## src/rtl/transform_sequencer.sv

```systemverilog
// Sequential 4x4 fixed-point matrix * vertex transform using one shared multiplier.
// Optional saturation of each component is enabled by defining TRANSFORM_SAT_EN.
module transform_sequencer #(
  parameter int FRAC = 8
) (
  input  logic              Clk,
  input  logic              Reset_n,
  input  logic              matrix_load,
  input  logic [15:0][15:0] matrix_in,
  input  logic              in_valid,
  output logic              in_ready,
  input  logic [15:0]       vtx_x,
  input  logic [15:0]       vtx_y,
  input  logic [15:0]       vtx_z,
  output logic              out_valid,
  input  logic              out_ready,
  output logic [3:0][15:0]  out_vec,
  output logic              out_ovf
);

  typedef enum logic [1:0] {IDLE, MAC, DONE} state_e;

  localparam logic signed [15:0] ONE = 16'(1 << FRAC);

  // Returns {overflow, 16-bit component} for one finished row accumulator.
  function automatic logic [16:0] reduce_acc(input logic signed [31:0] acc);
`ifdef TRANSFORM_SAT_EN
    logic signed [31:0] sh;
    sh = acc >>> FRAC;
    if (sh > 32'sd32767)
      return {1'b1, 16'h7FFF};
    else if (sh < -32'sd32768)
      return {1'b1, 16'h8000};
    else
      return {1'b0, sh[15:0]};
`else
    return {1'b0, acc[FRAC+15:FRAC]};
`endif
  endfunction

  state_e             state_q;
  logic signed [15:0] mat_q [16];
  logic signed [15:0] vx_q, vy_q, vz_q;
  logic [3:0]         idx_q;
  logic               issue_done_q;
  logic signed [31:0] acc_q;
  logic [3:0][15:0]   out_vec_q;
  logic               out_valid_q;
  logic               ovf_q;

  logic signed [31:0] prod_p1_q;
  logic [3:0]         idx_p1_q;
  logic               vld_p1_q;

  logic signed [15:0] v_sel_p0;
  logic signed [31:0] mul_p0;
  logic signed [31:0] acc_d;
  logic [16:0]        red_p1;

  always_comb begin
    v_sel_p0 = ONE;
    case (idx_q[1:0])
      2'd0:    v_sel_p0 = vx_q;
      2'd1:    v_sel_p0 = vy_q;
      2'd2:    v_sel_p0 = vz_q;
      default: v_sel_p0 = ONE;
    endcase
  end

  // Stage p0: shared multiplier; stage p1: accumulate registered product.
  assign mul_p0 = mat_q[idx_q] * v_sel_p0;
  assign acc_d  = acc_q + prod_p1_q;
  assign red_p1 = reduce_acc(acc_d);

  always_ff @(posedge Clk or negedge Reset_n) begin
    if (!Reset_n) begin
      state_q      <= IDLE;
      for (int k = 0; k < 16; k++) mat_q[k] <= (k % 5 == 0) ? ONE : 16'sd0;
      vx_q         <= '0;
      vy_q         <= '0;
      vz_q         <= '0;
      idx_q        <= '0;
      issue_done_q <= 1'b0;
      acc_q        <= '0;
      out_vec_q    <= '0;
      out_valid_q  <= 1'b0;
      ovf_q        <= 1'b0;
      prod_p1_q    <= '0;
      idx_p1_q     <= '0;
      vld_p1_q     <= 1'b0;
    end else begin
      case (state_q)
        IDLE: begin
          if (matrix_load)
            for (int k = 0; k < 16; k++) mat_q[k] <= matrix_in[k];
          if (in_valid) begin
            vx_q         <= vtx_x;
            vy_q         <= vtx_y;
            vz_q         <= vtx_z;
            acc_q        <= '0;
            idx_q        <= '0;
            ovf_q        <= 1'b0;
            issue_done_q <= 1'b0;
            vld_p1_q     <= 1'b0;
            state_q      <= MAC;
          end
        end
        MAC: begin
          if (!issue_done_q) begin
            prod_p1_q <= mul_p0;
            idx_p1_q  <= idx_q;
            vld_p1_q  <= 1'b1;
            idx_q     <= idx_q + 4'd1;
            if (idx_q == 4'd15) issue_done_q <= 1'b1;
          end else begin
            vld_p1_q <= 1'b0;
          end
          if (vld_p1_q) begin
            if (idx_p1_q[1:0] == 2'd3) begin
              out_vec_q[idx_p1_q[3:2]] <= red_p1[15:0];
              ovf_q                    <= ovf_q | red_p1[16];
              acc_q                    <= '0;
            end else begin
              acc_q <= acc_d;
            end
            if (idx_p1_q == 4'd15) begin
              state_q     <= DONE;
              out_valid_q <= 1'b1;
            end
          end
        end
        DONE: begin
          if (out_ready) begin
            state_q     <= IDLE;
            out_valid_q <= 1'b0;
          end
        end
        default: state_q <= IDLE;
      endcase
    end
  end

  assign in_ready  = (state_q == IDLE);
  assign out_valid = out_valid_q;
  assign out_vec   = out_vec_q;
  assign out_ovf   = ovf_q;

endmodule

```

## config.mk

```make
export PLATFORM = sky130hd
export DESIGN_NAME = transform_sequencer
export DESIGN_NICKNAME = d
export VERILOG_FILES = /design/src/rtl/transform_sequencer.sv
export SDC_FILE = /design/constraint.sdc
export NUM_CORES = 1
export LEC_CHECK = 0
export CORE_ASPECT_RATIO = 0.7
export CORE_MARGIN = 2
export CORE_UTILIZATION = 50
export CTS_BUF_LIST = sky130_fd_sc_hd__clkbuf_2 sky130_fd_sc_hd__clkbuf_4 sky130_fd_sc_hd__clkbuf_8
export DETAILED_ROUTE_END_ITERATION = 10
export PLACE_DENSITY = 0.83
export SLEW_MARGIN = 20
export SYNTH_ARGS = -nofsm -noshare
export SYNTH_HDL_FRONTEND = slang
export SYNTH_SLANG_ARGS = --single-unit
```

## constraint.sdc

```tcl
create_clock -name Clk -period 21.8 [get_ports Clk]
set_clock_uncertainty 0.15 [all_clocks]
set_input_delay 3.27 -clock Clk [delete_from_list [all_inputs] [get_ports Clk]]
set_output_delay 3.27 -clock Clk [all_outputs]
set_load 0.05 [all_outputs]
```

==> results of run 1 <==
==> flip-flops by register name, indices dropped and copies added (netlist names), 2 cells and up <==
| name | count |
|---|---|
| vy_q | 16 |
| prod_p1_q | 24 |
| mat_q | 256 |
| idx_q | 4 |
| acc_q | 24 |
| out_vec | 64 |
| state_q | 2 |
| vz_q | 16 |
| idx_p1_q | 4 |
| vx_q | 16 |
==> cells in the mapped netlist (7+ instances only) <==
library cell  instances  area share, %
inv_1               264            3.7
nand2b_1             25           0.58
a21oi_1              43           0.80
mux4_2               65            5.5
nor2_1              128            1.8
ha_1                100            4.7
nand2_1             287            4.0
a22o_1               15           0.49
o21ai_1              36           0.67
fa_1                188             14
dfrtp_1             425             40
or2_2                 8           0.19
a31oi_1              10           0.23
a222oi_1              7           0.26
clkbuf_1             90            1.3
and2_1               12           0.28
a31o_2               10           0.33
mux2_2              331             14
xor2_1               23           0.75
nor2b_1              14           0.33
o21bai_1             10           0.28
mux2i_1              26           0.97
xnor2_1              35            1.1
a21o_1               18           0.50
o21a_1                9           0.25
o21ai_0              35           0.65
==> path summary, 6_finish.rpt <==
check	startpoint	to	depth (start not counted)
worst min register to register	out_vec[7]	out_vec[7]	2
worst max register to register	idx_q[0]	prod_p1_q[22]	26
worst min-delay path	out_vec[7]	out_vec[7]	2
worst max-delay path	idx_q[0]	prod_p1_q[22]	26
max in group asynchronous	Reset_n	idx_q[0]	3
min in group asynchronous	Reset_n	out_vec[53]	1
==> final cells by class <==
class	count	area [sq um]	area share, %
inverters	269	1010	3.08
clock inverters	19	198	0.603
clock buffers	105	1330	4.07
multi-input cells	1498	14600	44.6
flip-flops and latches	429	10700	32.8
diodes	8	20.0	0.0611
repair buffers	398	3960	12.1
well taps	720	901	2.75
==> critical path: stages, from the launching register on <==
cell and delay [ps]:
dfrtp_4 690, buf_4 720, mux4_2 590, mux2_2 290, o21ai_1 760, nor2_1 150, fa_1 520, inv_1 50
fa_1 400, fa_1 520, fa_1 540, inv_1 50, fa_1 480, inv_1 50, fa_1 470, inv_1 40
ha_1 330, a21o_1 200, a21oi_1 190, o21bai_1 130, and3_1 190, a221o_1 290, o41ai_1 490, nand2_1 120
a21oi_1 190, xor2_1 160, o21ai_1 70
==> per-layer routing <==
metal  up-vias  track usage, %  wire (um)
li1       8398               -          -
met1      9737            39.4      33100
met2       808            45.6      35500
met3       121            6.64       6210
met4         2            8.30       1840
met5         -               0         13
==> kinds of logic (layout without fill, tap and decap cells) <==
kind of cell | Yosys count | after routing | synth area share (%)
XOR/XNOR | 59 | 59 | 1.95
AND/OR/NAND/NOR | 504 | 504 | 7.85
flip-flops | 429 | 429 | 40.0
AO/OA/AOI/OAI | 223 | 223 | 5.50
multiplexers | 423 | 423 | 20.4
buffers and inverters | 377 | 791 | 5.56
adder cells (fa/ha/maj) | 288 | 288 | 18.7
other | 1 | 9 | 0.0140
==> stage by stage <==
stage | instances | cell area, sq um | utilization [%] | setup slack, ps
5_1_grt | 3445 | 32800 | 62.3 | 12210
3_3_place_gp | 3313 | 31200 | 59.3 | 12730
6_report | 3446 | 32800 | 62.3 | 12780
4_1_cts | 3437 | 32700 | 62.2 | 12750
2_1_floorplan | 2304 | 26800 | - | 13160
3_5_place_dp | 3313 | 31200 | 59.3 | 12790
==> metrics.txt, run 1 <==
Longest Clk Path Bufs=3; Root Driver=clkbuf_8; vias in the first global route=a little over 20000; Fillers=between 4000 and 5000; Final Hold Viols=0; core area=roughly 53000 sq um; Final HPWL DP=between 50000 and 60000 um; FF+latch count, synth=around 430; IO Pins=between 300 and 400; antenna violations before repair=9; Warnings, synthesis=0; pin count of the biggest net entering global routing=roughly 160; clock latency on the worst-skew pair=690 ps; commonest non-fill, non-tap cell in the layout=dfrtp_1; Total Routing Usage GR=between 20 and 30%; Post-synth EDFFs=0; die area=about 56000 sq um; DR pass1 iterations=7; Die Ht=roughly 200 um; Hold Crit Class=register to register; post-synthesis average cell area=roughly 12 sq um; cells after synthesis=2304; Port Buffers=~370; max frequency=111 MHz; Via density=around 5.5; Initial Util=between 50 and 60%; fraction of registers with async set/reset=100%; ratio of cells with drive above 1 in the final layout=between 20% and 30%; critical path class=register to register; Antenna Nets Post-Route=0; setup slack, reg-to-reg=12780 ps; status=finished clean; CP startpoint kind=register; Horiz. Die Dim=281 um; GP Congestion=between 0.9 and 1; max_cap viols=0; first-pass GRT wire length=120000 um; Post-CTS Setup Bufs=0; CTS tree=built; unrepaired setup endpoints after global routing=false; Slew @ Worst Pin=1130 ps; layout overhead on the synthesized area=22.2%; TNS Setup=0 ps; final slew viol count=0; mapped cell area=around 27000 sq um; drt drc=0; dominant synthesized flop cell=dfrtp_1; Clock Sinks=between 400 and 500; final period utilization=around two fifths; Worst EP arrival=9400 ps; DRT Wirelength=between 70000 and 80000 um; Post-CTS Hold Buffers=0; post-CTS resize count=0; Final setup viols=0; WL/cell=~22 um; fin crit period=between 9000 and 10000 ps; most frequent cells in the layout=dfrtp_1, clkdlybuf4s50_1, mux2_2; Num CTS Buffers=69; Initial DRC Count=roughly 1700; Hold Slack=about 320 ps; Clock transition at path regs=roughly 70 ps; post-synthesis sequential area ratio=between 40 and 50%; critical path endpoint category=register; Syn Nets=~2900; row cnt=70; distinct cell type count after synthesis=63; GRT overflow=0; CP max FO=41; relative slew slack=between 20% and 30%; WP data required=roughly 22000 ps; Final #Nets=about 3300; routed vias=19100; CTS H-tree depth=3
Power of run 1 is left out: the tool's default activity adds up to more than one toggle a clock period on the data nets, which glitch-free logic cannot reach.
==> run 2, diff against run 1 <==
Clock period 21.8 ns to 9 ns, I/O delays scaled along.
==> run 2 against run 1 <==
Cell area increased by 0.36%. Hold slack improved by 7.0 ps. Core utilization grew 0.23 points. Non-clock buffer count is 17 higher. Die area did not move.
==> metrics.txt, run 2 (same netlist as run 1, synthesis figures left out) <==
CP max FO=30 (was 41); Clock transition at path regs=70 ps (about the same); post-route insts no fill=3468 (was 3446); most frequent CP cell=fa_1 (unchanged); worst path bufs/invs=6 (was 5); Total Routing Usage GR=28.5% (was 28.6%); Worst EP arrival=8730 ps (was 9400 ps); CP max stage delay=840 ps (was 760 ps); Initial Util=51.0% (unchanged); final period utilization=93.1% (was 41.4%); DR pass1 iterations=9 (was 7); ratio of cells with drive above 1 in the final layout=22.1% (was 21.7%); Slew @ Worst Pin=1140 ps (was 1130 ps); Placed Area=31400 sq um (was 31200 sq um); Worst Setup SP=idx_q[0] (unchanged); CTS H-tree depth=3 (unchanged); IO Pins=376 (unchanged); fin crit period=8370 ps (was 9020 ps); max_cap viols=0 (unchanged); fin area=32900 sq um (was 32800 sq um); CP startpoint kind=register (unchanged); final slew viol count=0 (unchanged); Final Hold Viols=0 (unchanged); Final HPWL DP=59800 um (was 59300 um); Clock Sinks=429 (unchanged); GRT overflow=0 (unchanged); antenna violations before repair=18 (was 9); Via density=5.49 (was 5.53); relative slew slack=23.9% (was 24.4%); core area=52600 sq um (unchanged); Final #Nets=3278 (was 3262); post-CTS resize count=0 (unchanged); Hold Crit Class=register to register (unchanged); drt drc=0 (unchanged); row cnt=70 (unchanged); Longest Clk Path Bufs=3 (unchanged); largest reg by FF count=mat_q (unchanged); WP data required=9360 ps (was 22180 ps); Post-CTS Setup Bufs=0 (unchanged); CP delay by family, top=adder cells (unchanged); vias in the first global route=20600 (about the same); pin count of the biggest net entering global routing=140 (was 161); critical path class=register to register (unchanged); unrepaired setup endpoints after global routing=false (unchanged); first-pass GRT wire length=119000 um (was 120000 um); Initial DRC Count=1443 (was 1657); Num CTS Buffers=68 (was 69); Port Buffers=374 (unchanged); Setup crit end=prod_p1_q[22] (unchanged); status=finished clean (unchanged); Antenna Nets Post-Route=0 (unchanged); die area=55500 sq um (unchanged); WP depth=28 (was 26); layout overhead on the synthesized area=22.6% (was 22.2%); Reg2Reg Depth=28 (was 26); max reg flops=256 (unchanged); setup slack, reg-to-reg=630 ps (was 12780 ps); crit path max-delay cell type=dfrtp_4 (was o21ai_1); commonest non-fill, non-tap cell in the layout=dfrtp_1 (unchanged); Horiz. Die Dim=281 um (unchanged); Final setup viols=0 (unchanged); TNS Setup=0 ps (unchanged); Placed Cells=3331 (was 3313); CTS tree=built (unchanged); DRT Wirelength=76900 um (was 76700 um); max frequency=119 MHz (was 111 MHz); most frequent cells in the layout=dfrtp_1, clkdlybuf4s50_1, mux2_2 (unchanged); hold_sp=out_vec[38] (was out_vec[7]); WL/cell=22.2 um (was 22.3 um); routed vias=19100 (about the same); Crit Reg-Reg Endpoint=prod_p1_q[22] (unchanged); Root Driver=clkbuf_8 (unchanged); r2r startpoint=idx_q[0] (unchanged); GP Congestion=0.969 (was 0.974); Post-CTS Hold Buffers=0 (unchanged); critical path endpoint category=register (unchanged); clock latency on the worst-skew pair=680 ps (was 690 ps); Die Ht=198 um (unchanged)
==> run 2: cell count changes in the layout (fill, tap and decap cells not counted), moves of 2 or more <==
cell / change
buf_12: +2
buf_4: +15
clkbuf_4: +3
clkbuf_8: -5
clkinv_8: -2
diode_2: +7
==> run 2: layer usage <==
metal	routed length, um	track usage, %	up-vias
met5	23	0	-
met4	2360	10.4	4
met3	6420	7.91	137
met2	35100	44.2	782
met1	33000	38.7	9689
li1	-	-	8440
==> run 2: stage by stage <==
stage	utilization (%)	hold slack [ps]	worst slack [ps]
finish	62.5	332	625
global route	62.5	356	199
CTS	62.4	336	654
detailed placement	59.6	319	712
global placement	59.6	308	858
floorplan	-	293	358
==> run 2: worst min path at each step <==
stage,endpoint,slack [ps],depth (start not counted)
global placement,out_vec[0],310,2
detailed placement,out_vec[6],320,2
floorplan,prod_p1_q[14],290,2
global route,out_vec[22],360,2
CTS,out_vec[6],340,2
finish,out_vec[38],330,2
==> run 2: worst min-delay path: stages (launching register included) <==
cell     delay, ps
dfrtp_1        340
nand2_1         50
nand2_1         50
==> run 2: area by class of cell <==
cell class / instances / area, sq um
clock inverters: 19 / 206
fillers: 3995 / 19700
multi-input cells: 1498 / 14600
repair buffers: 415 / 4100
diodes: 15 / 37.5
inverters: 269 / 1010
clock buffers: 103 / 1290
flip-flops and latches: 429 / 10700
well taps: 720 / 901
Power of run 2 is left out for the same reason.
